## src/rtl/apb_slave_mem.sv

```systemverilog
// rtl/apb_slave_mem.sv - APB completer with a byte-wide register memory and programmable wait states
// Transfers complete after WAIT_STATES stalled access cycles; addresses at or beyond MEM_DEPTH return an error.
module apb_slave_mem #(
  parameter int ADDR_WIDTH  = 8,
  parameter int DATA_WIDTH  = 8,
  parameter int MEM_DEPTH   = 64,
  parameter int WAIT_STATES = 0
) (
  input  logic                  PCLK,
  input  logic                  PRESET,
  input  logic                  PSEL,
  input  logic                  PENABLE,
  input  logic                  PWRITE,
  input  logic [ADDR_WIDTH-1:0] PADDR,
  input  logic [DATA_WIDTH-1:0] PWDATA,
  output logic                  PREADY,
  output logic [DATA_WIDTH-1:0] PRDATA,
  output logic                  PSLVERR
);

  localparam int IDX_W = (MEM_DEPTH > 1) ? $clog2(MEM_DEPTH) : 1;
  localparam logic [ADDR_WIDTH:0] DEPTH_L = MEM_DEPTH[ADDR_WIDTH:0];
  localparam logic [3:0] WS_L = WAIT_STATES[3:0];

  typedef enum logic {
    IDLE,
    ACCESS
  } state_t;

  state_t                state_q, state_d;
  logic [3:0]            wait_cnt_q, wait_cnt_d;
  logic                  addr_err_q, addr_err_d;
  logic [DATA_WIDTH-1:0] prdata_q, prdata_d;
  logic [DATA_WIDTH-1:0] mem_q [MEM_DEPTH];

  logic             in_range;
  logic [IDX_W-1:0] idx;
  logic             ready_c;
  logic             mem_we;

  assign in_range = ({1'b0, PADDR} < DEPTH_L);
  assign idx      = PADDR[IDX_W-1:0];

  always_comb begin
    state_d    = state_q;
    wait_cnt_d = wait_cnt_q;
    addr_err_d = addr_err_q;
    prdata_d   = prdata_q;
    mem_we     = 1'b0;
    ready_c    = (state_q == ACCESS) && PSEL && PENABLE && (wait_cnt_q == WS_L);
    case (state_q)
      IDLE: begin
        // PENABLE high without a preceding setup cycle is not a transfer.
        if (PSEL && !PENABLE) begin
          state_d    = ACCESS;
          addr_err_d = !in_range;
          prdata_d   = in_range ? mem_q[idx] : '0;
          wait_cnt_d = '0;
        end
      end
      ACCESS: begin
        if (!PSEL) begin
          state_d = IDLE;
        end else if (ready_c) begin
          state_d = IDLE;
          mem_we  = PWRITE && !addr_err_q;
        end else if (wait_cnt_q < WS_L) begin
          wait_cnt_d = wait_cnt_q + 4'd1;
        end
      end
      default: state_d = IDLE;
    endcase
  end

  always_ff @(posedge PCLK) begin
    if (PRESET) begin
      state_q    <= IDLE;
      wait_cnt_q <= '0;
      addr_err_q <= 1'b0;
      prdata_q   <= '0;
      for (int i = 0; i < MEM_DEPTH; i++) begin
        mem_q[i] <= '0;
      end
    end else begin
      state_q    <= state_d;
      wait_cnt_q <= wait_cnt_d;
      addr_err_q <= addr_err_d;
      prdata_q   <= prdata_d;
      if (mem_we) begin
        mem_q[idx] <= PWDATA;
      end
    end
  end

  // Reset must mask the combinational completion even if the FSM sits in ACCESS.
  assign PREADY  = ready_c && !PRESET;
  assign PSLVERR = PREADY && addr_err_q;
  assign PRDATA  = prdata_q;

endmodule

```

## config.mk

```make
export PLATFORM = sky130hd
export DESIGN_NAME = apb_slave_mem
export DESIGN_NICKNAME = d
export VERILOG_FILES = /design/src/rtl/apb_slave_mem.sv
export SDC_FILE = /design/constraint.sdc
export NUM_CORES = 1
export LEC_CHECK = 0
export ABC_CLOCK_PERIOD_IN_PS = 3800
export BUFFER_PORTS_ARGS = -buffer_cell sky130_fd_sc_hd__buf_2
export CORE_MARGIN = 8
export CORE_UTILIZATION = 60
export CTS_CLUSTER_DIAMETER = 30
export DETAILED_ROUTE_END_ITERATION = 10
export PLACE_DENSITY = 0.88
export SLEW_MARGIN = 15
export SYNTH_ARGS = -nofsm -noshare
export SYNTH_HDL_FRONTEND = slang
export SYNTH_SLANG_ARGS = --single-unit
```

## constraint.sdc

```tcl
create_clock -name PCLK -period 3.8 [get_ports PCLK]
set_input_delay 0.38 -clock PCLK [delete_from_list [all_inputs] [get_ports PCLK]]
set_output_delay 0.38 -clock PCLK [all_outputs]
set_load 0.05 [all_outputs]
```

==> results of run 1 <==
[sequential cells by signal, indices dropped and copies added, names as in the netlist]
signal      cells
addr_err_q      1
state_q         1
mem_q         512
PRDATA          8
[cells in the final DEF, fill, tap and decap left out, types with 3 or more instances in the layout]
| cell type | instances |
|---|---|
| o32ai_1 | 42 |
| bufinv_16 | 7 |
| a21oi_1 | 22 |
| nor4bb_1 | 7 |
| a22oi_1 | 6 |
| clkinv_16 | 3 |
| nand2_1 | 66 |
| or2_2 | 67 |
| a221o_1 | 42 |
| inv_6 | 17 |
| and2_1 | 514 |
| buf_4 | 38 |
| a221oi_1 | 35 |
| clkbuf_1 | 7 |
| inv_1 | 43 |
| o21ai_0 | 14 |
| clkinvlp_4 | 12 |
| buf_2 | 29 |
| o31ai_1 | 21 |
| clkinv_4 | 5 |
| dfxtp_1 | 10 |
| edfxtp_1 | 512 |
| mux2i_1 | 128 |
| clkbuf_16 | 91 |
| clkinv_8 | 3 |
| clkinv_1 | 8 |
| nor2_1 | 86 |
| buf_12 | 3 |
| clkinv_2 | 10 |
| nor3_1 | 3 |
| o2111ai_1 | 7 |
| o22ai_1 | 69 |
| and4b_1 | 3 |
| a211oi_1 | 3 |
| o21ai_1 | 8 |
| inv_8 | 6 |
| nand2b_1 | 5 |
[synth_stat cells (4+ instances only)]
| cell | instances | area share |
|---|---|---|
| buf_1 | 9 | 0.0014 |
| buf_6 | 15 | 0.0069 |
| o31ai_1 | 21 | 0.0065 |
| a22oi_1 | 6 | 0.0018 |
| mux2i_1 | 128 | 0.053 |
| edfxtp_1 | 512 | 0.63 |
| and2_1 | 515 | 0.13 |
| or2_2 | 67 | 0.017 |
| nor2_1 | 86 | 0.013 |
| a221oi_1 | 35 | 0.013 |
| a21oi_1 | 22 | 0.0045 |
| nor4bb_1 | 7 | 0.0029 |
| a221o_1 | 42 | 0.017 |
| inv_1 | 43 | 0.0066 |
| buf_2 | 31 | 0.0064 |
| clkbuf_1 | 85 | 0.013 |
| o21ai_1 | 8 | 0.0016 |
| o22ai_1 | 69 | 0.018 |
| buf_4 | 9 | 0.0028 |
| o2111ai_1 | 7 | 0.0025 |
| dfxtp_1 | 10 | 0.0082 |
| nor2b_1 | 4 | 0.0010 |
| nand2b_1 | 5 | 0.0013 |
| o32ai_1 | 42 | 0.015 |
| nand2_1 | 66 | 0.010 |
| o21ai_0 | 14 | 0.0029 |
[through the flow]
step | cell area [sq um] | power, mW
finish | 27970 | 15.66
global route | 27970 | 15.97
CTS | 27960 | 15.62
detailed placement | 24830 | 7.511
global placement | 24830 | 7.481
floorplan | 24400 | 7.217
[worst max-delay path, delay by kind of cell]
family	cells	cell delay (ps)
simple gates	4	2520
buf+inv	1	290
[power by group]
part	switching, mW	total [mW]	internal (mW)
combinational	0.605	0.843	0.238
clock	3.18	8.21	5.02
sequential	0.0848	6.61	6.52
total	3.87	15.7	11.8
[cell families (layout without fill, tap and decap cells)]
| kind of cell | after synthesis | count (layout) | share of synthesized area |
|---|---|---|---|
| flip-flops | 522 | 522 | 0.6384 |
| buffers and inverters | 192 | 286 | 0.03713 |
| AO/OA/AOI/OAI | 277 | 277 | 0.08656 |
| multiplexers | 131 | 131 | 0.05482 |
| AND/OR/NAND/NOR | 768 | 768 | 0.1831 |
| other | 0 | 2 | 0 |
[per-layer routing]
layer  routed length, um  up-vias  share of wire  global-route usage
li1                    -     6976              -                   -
met1               23410     7875           0.35              0.3519
met2               31150     1349           0.47              0.4476
met3                8512      298           0.13             0.06782
met4                3733        0          0.056              0.1508
met5                   0        -              0                   0
[timing repair]
action,CTS,global route
gates resized for setup,0,0
hold buffers,1,0
hold endpoints to repair,1,0
[how the worst max path moves through the flow]
stage / endpoint / slack [ps]
2_1_floorplan: mem_q[54][0]$_SDFFCE_PN0P_ / 1540
3_3_place_gp: mem_q[9][7]$_SDFFCE_PN0P_ / 660
3_5_place_dp: mem_q[9][6]$_SDFFCE_PN0P_ / 490
4_1_cts: mem_q[24][4]$_SDFFCE_PN0P_ / 1040
5_1_grt: mem_q[3][3]$_SDFFCE_PN0P_ / 880
6_report: mem_q[41][5]$_SDFFCE_PN0P_ / 880
[final cells by class]
cell class	count	area [sq um]	area share
well taps	532	665.6	0.02380
flip-flops and latches	522	15570	0.5569
inverters	43	161.4	0.005771
diodes	2	5.005	0.0001789
clock buffers	98	2303	0.08236
multi-input cells	1176	7924	0.2833
clock inverters	73	819.5	0.02930
repair buffers	72	514.2	0.01839
==> reports/qor.yml, run 1 <==
grt_pass1_vias: 16360
worst_setup_path_end_kind: "flop"
holdPathEnd: "state_q$_SDFF_PP0_"
setup_slack_ps: 884.5
path_class: "input port to flop"
synth_cell_types: 45
final_antenna_net_count: 0
core_sq_um: 40460
yosysWarningCount: 0
skew_ps: 63.65
crit_required_ps: 4110
grt_use_total: 0.2803
syn_area_sq_um: 24400
critical_path.cell_chain: "buf_2 -> nor2b_2 -> nand2_1 -> nor2_1 -> or2_2"
vias: 16500
finalCritPeriodShare: 0.7672
dieWidth_um: 217.7
holdPathStages: 2
layout-drive-gt1-share: 0.1527
die-area_sq_um: 47370
crit_path_start_kind: "input port"
insertion_delay_ps: 650
row_count: 74
dp_hpwl_mm: 39.81
finalCriticalPeriod_ps: 2915
initial_core_util: 0.6030
slew_viol_final: 0
area_growth_pct: 14.63
hold_path_class: "input port to flop"
ys.flop_type: "edfxtp_1"
worstReg2RegStart: "state_q$_SDFF_PP0_"
r2r_end: "mem_q[34][2]$_SDFFCE_PN0P_"
drc: 0
max_freq_ghz: 0.3430
ys_ff_latch: 522
ios: 31
clock_path_buffers: 3
ys_async_sr_fraction: 0
root_buffer: "clkbuf_16"
hold_viol_final: 0
firstDrtPassIters: 6
powerDensity_nw_per_um2: 559.8
clkTransAtPathRegs_ps: 50
die_y_um: 217.7
overflow: 0
cp-startpoint: "PADDR[1]"
syn_nets: 1911
gp_congestion: 0.9139
fin_cells: 2518
port_buffers: 30
run_status: "finished clean"
antenna_found_initial: 1
nNetsFinal: 1927
slowest_stage: "nor2b_2"
rsz0062_at_grt: "no"
synth.avg_cell_area_sq_um: 12.91
min-delay-start: "PSEL"
synth_edf_count: 512
viasPerCell: 6.552
ys_seq_area_frac: 0.6384
cts_buffers: 91
r2r_cells: 5
setup_tns_ps: 0
drv_cap: 0
critPathArrivalTime_ps: 3230
setup_viol: 0
wire_per_inst_um: 26.53
syn_inst: 1890
drt_iter0_drc: 2179
max_slew_margin: 0.2629
h-tree-depth: 3
slowest_delay_ps: 820
tightest_slew_ps: 1106
place_ws_ps: 491.1
fin_util: 0.6912
fill_cells: 2405
grt_pass1_wl_mm: 100.6
r2r_slack_ps: 930
ir_drop_mv: 0.4758
p_leak_nw: 10.62
cts.sinks: 522
tritoncts: "built"
post_cts_buffers: 0
grt_max_degree: 69
totalWireLength_mm: 66.81
path_max_fanout: 37
hold-worst-slack_ps: 31.47
place_inst: 2344
Power figures use the tool's default switching activity.
==> inputs of run 2 (changes only) <==
--- a/config.mk
+++ b/config.mk
@@ -5,7 +5,7 @@
 export SDC_FILE = /design/constraint.sdc
 export NUM_CORES = 1
 export LEC_CHECK = 0
-export ABC_CLOCK_PERIOD_IN_PS = 3800
+export ABC_CLOCK_PERIOD_IN_PS = 2850
 export BUFFER_PORTS_ARGS = -buffer_cell sky130_fd_sc_hd__buf_2
 export CORE_MARGIN = 8
 export CORE_UTILIZATION = 60
==> constraint.sdc (replaced) <==
create_clock -name PCLK -period 2.85 [get_ports PCLK]
set_input_delay 0.285 -clock PCLK [delete_from_list [all_inputs] [get_ports PCLK]]
set_output_delay 0.285 -clock PCLK [all_outputs]
set_load 0.05 [all_outputs]
==> run 2 against run 1 <==
Effect of this change: utilization rose by 2.0 points; worst hold slack better by 180 ps; clock-buffer cell count down 1; largest cell class unchanged; largest power group unchanged; critical path type is now flop to flop; non-clock buffer count is 78 higher.
==> reports/qor.yml, run 2 (synthesis gave the netlist of run 1 again) <==
ios: 31
clkTransAtPathRegs_ps: 50
worstReg2RegStart: "state_q$_SDFF_PP0_"
setup_slack_ps: 262.1
die_y_um: 217.7
place_inst: 2421
setup_tns_ps: 0
crit_path_start_kind: "flop"
crit_path_frequent_cell: "and4b_1"
nNetsFinal: 2004
cp_num_buf_inv: 1
tightest_slew_ps: 909.2
insertion_delay_ps: 630
drt_iter0_drc: 2477
finalCriticalPeriod_ps: 2588
path_class: "flop to flop"
setup_viol: 0
layout_commonest_cell: "and2_1"
wire_per_inst_um: 26.24
path_max_fanout: 9
r2r_cells: 6
cts_buffers: 90
vias: 16920
min-delay-start: "PADDR[5]"
critical_path.cell_chain: "and4b_1 -> and4b_1 -> nand2_1 -> nor2_1 -> buf_4 -> or2_2"
postLayoutCellArea_sq_um: 28790
initial_core_util: 0.6030
ir_drop_mv: 0.6495
slew_viol_final: 0
area_growth_pct: 18.01
rsz0062_at_grt: "no"
dp_hpwl_mm: 42.15
dieWidth_um: 217.7
row_count: 74
viasPerCell: 6.521
cp-endpoint: "mem_q[27][0]$_SDFFCE_PN0P_"
hold_viol_final: 0
cts.sinks: 522
p_leak_nw: 11.10
grt_use_total: 0.2843
hold_path_class: "input port to flop"
grt_pass1_wl_mm: 101.5
crit_required_ps: 3140
final_antenna_net_count: 0
cts_resized: 0
clock_path_buffers: 3
cp-startpoint: "state_q$_SDFF_PP0_"
h-tree-depth: 3
worst_setup_path_end_kind: "flop"
total_power_mw: 21.35
max_slew_margin: 0.3892
gp_congestion: 0.9636
tritoncts: "built"
final_cell_mix: "and2_1 (514), edfxtp_1 (512), mux2i_1 (128)"
slowest_stage: "nand2_1"
r2r_slack_ps: 260
drc: 0
core_sq_um: 40460
r2r_end: "mem_q[27][0]$_SDFFCE_PN0P_"
cp_top_family: "simple AND/OR/NAND/NOR gates"
run_status: "finished clean"
die-area_sq_um: 47370
max_freq_ghz: 0.3864
placed_cell_area_sq_um: 25520
powerDensity_nw_per_um2: 741.4
grt_pass1_vias: 16680
skew_ps: 30.28
largest-register: "mem_q"
critPathArrivalTime_ps: 2880
port_buffers: 30
slowest_delay_ps: 460
place_ws_ps: 58.08
firstDrtPassIters: 6
layout-drive-gt1-share: 0.1855
totalWireLength_mm: 68.10
drv_cap: 0
finalCritPeriodShare: 0.9080
cp.depth: 6
largest_reg_flops: 512
grt_max_degree: 69
overflow: 0
root_buffer: "clkbuf_16"
fin_cells: 2595
antenna_found_initial: 4
## run 2: how the worst min path moves through the flow
stage	end	slack, ps	depth (start not counted)
2_1_floorplan	state_q$_SDFF_PP0_	360	1
3_3_place_gp	state_q$_SDFF_PP0_	470	2
3_5_place_dp	PRDATA[5]$_SDFFE_PP0P_	490	2
4_1_cts	addr_err_q$_SDFFE_PP0P_	110	3
5_1_grt	addr_err_q$_SDFFE_PP0P_	210	3
6_report	PRDATA[6]$_SDFFE_PP0P_	210	3
## run 2: timing repair
item	in CTS	in global routing
hold buffers	2	0
hold endpoints to repair	1	0
buffers inserted	0	0
## run 2: power breakdown
part	internal, mW	switching [mW]	leakage (nW)
Sequential	8.70	0.110	5.26
Combinational	0.355	0.818	4.30
Clock	7.34	4.03	1.54
## run 2: area by class of cell
cell class                 instances  area, sq um
antenna                            4        10.01
tap                              532        665.6
inverter                          43        161.4
clock inverter                    71        942.2
sequential                       522        15570
fill                            2382        11670
clock buffer                      97         2300
multi-input combinational       1176         7924
timing repair buffer             150         1215
## run 2: stage by stage
step	hold slack, ps	utilization
finish	209.2	0.7116
global route	213.4	0.7115
CTS	110.0	0.7114
detailed placement	487.7	0.6307
global placement	473.3	0.6307
floorplan	361.1	-
## run 2: tightest hold or removal path: cells and delay by family
kind	cells	cell delay (ps)
AO/OA/AOI/OAI	2	280
buffers and inverters	1	220
## run 2: metal layers
layer  global-route usage  routed length (um)  share of wire
met1               0.3653               24150           0.35
met5             0.005203                   0              0
met2               0.4476               31460           0.46
met3              0.06325                8608           0.13
met4               0.1540                3881          0.057
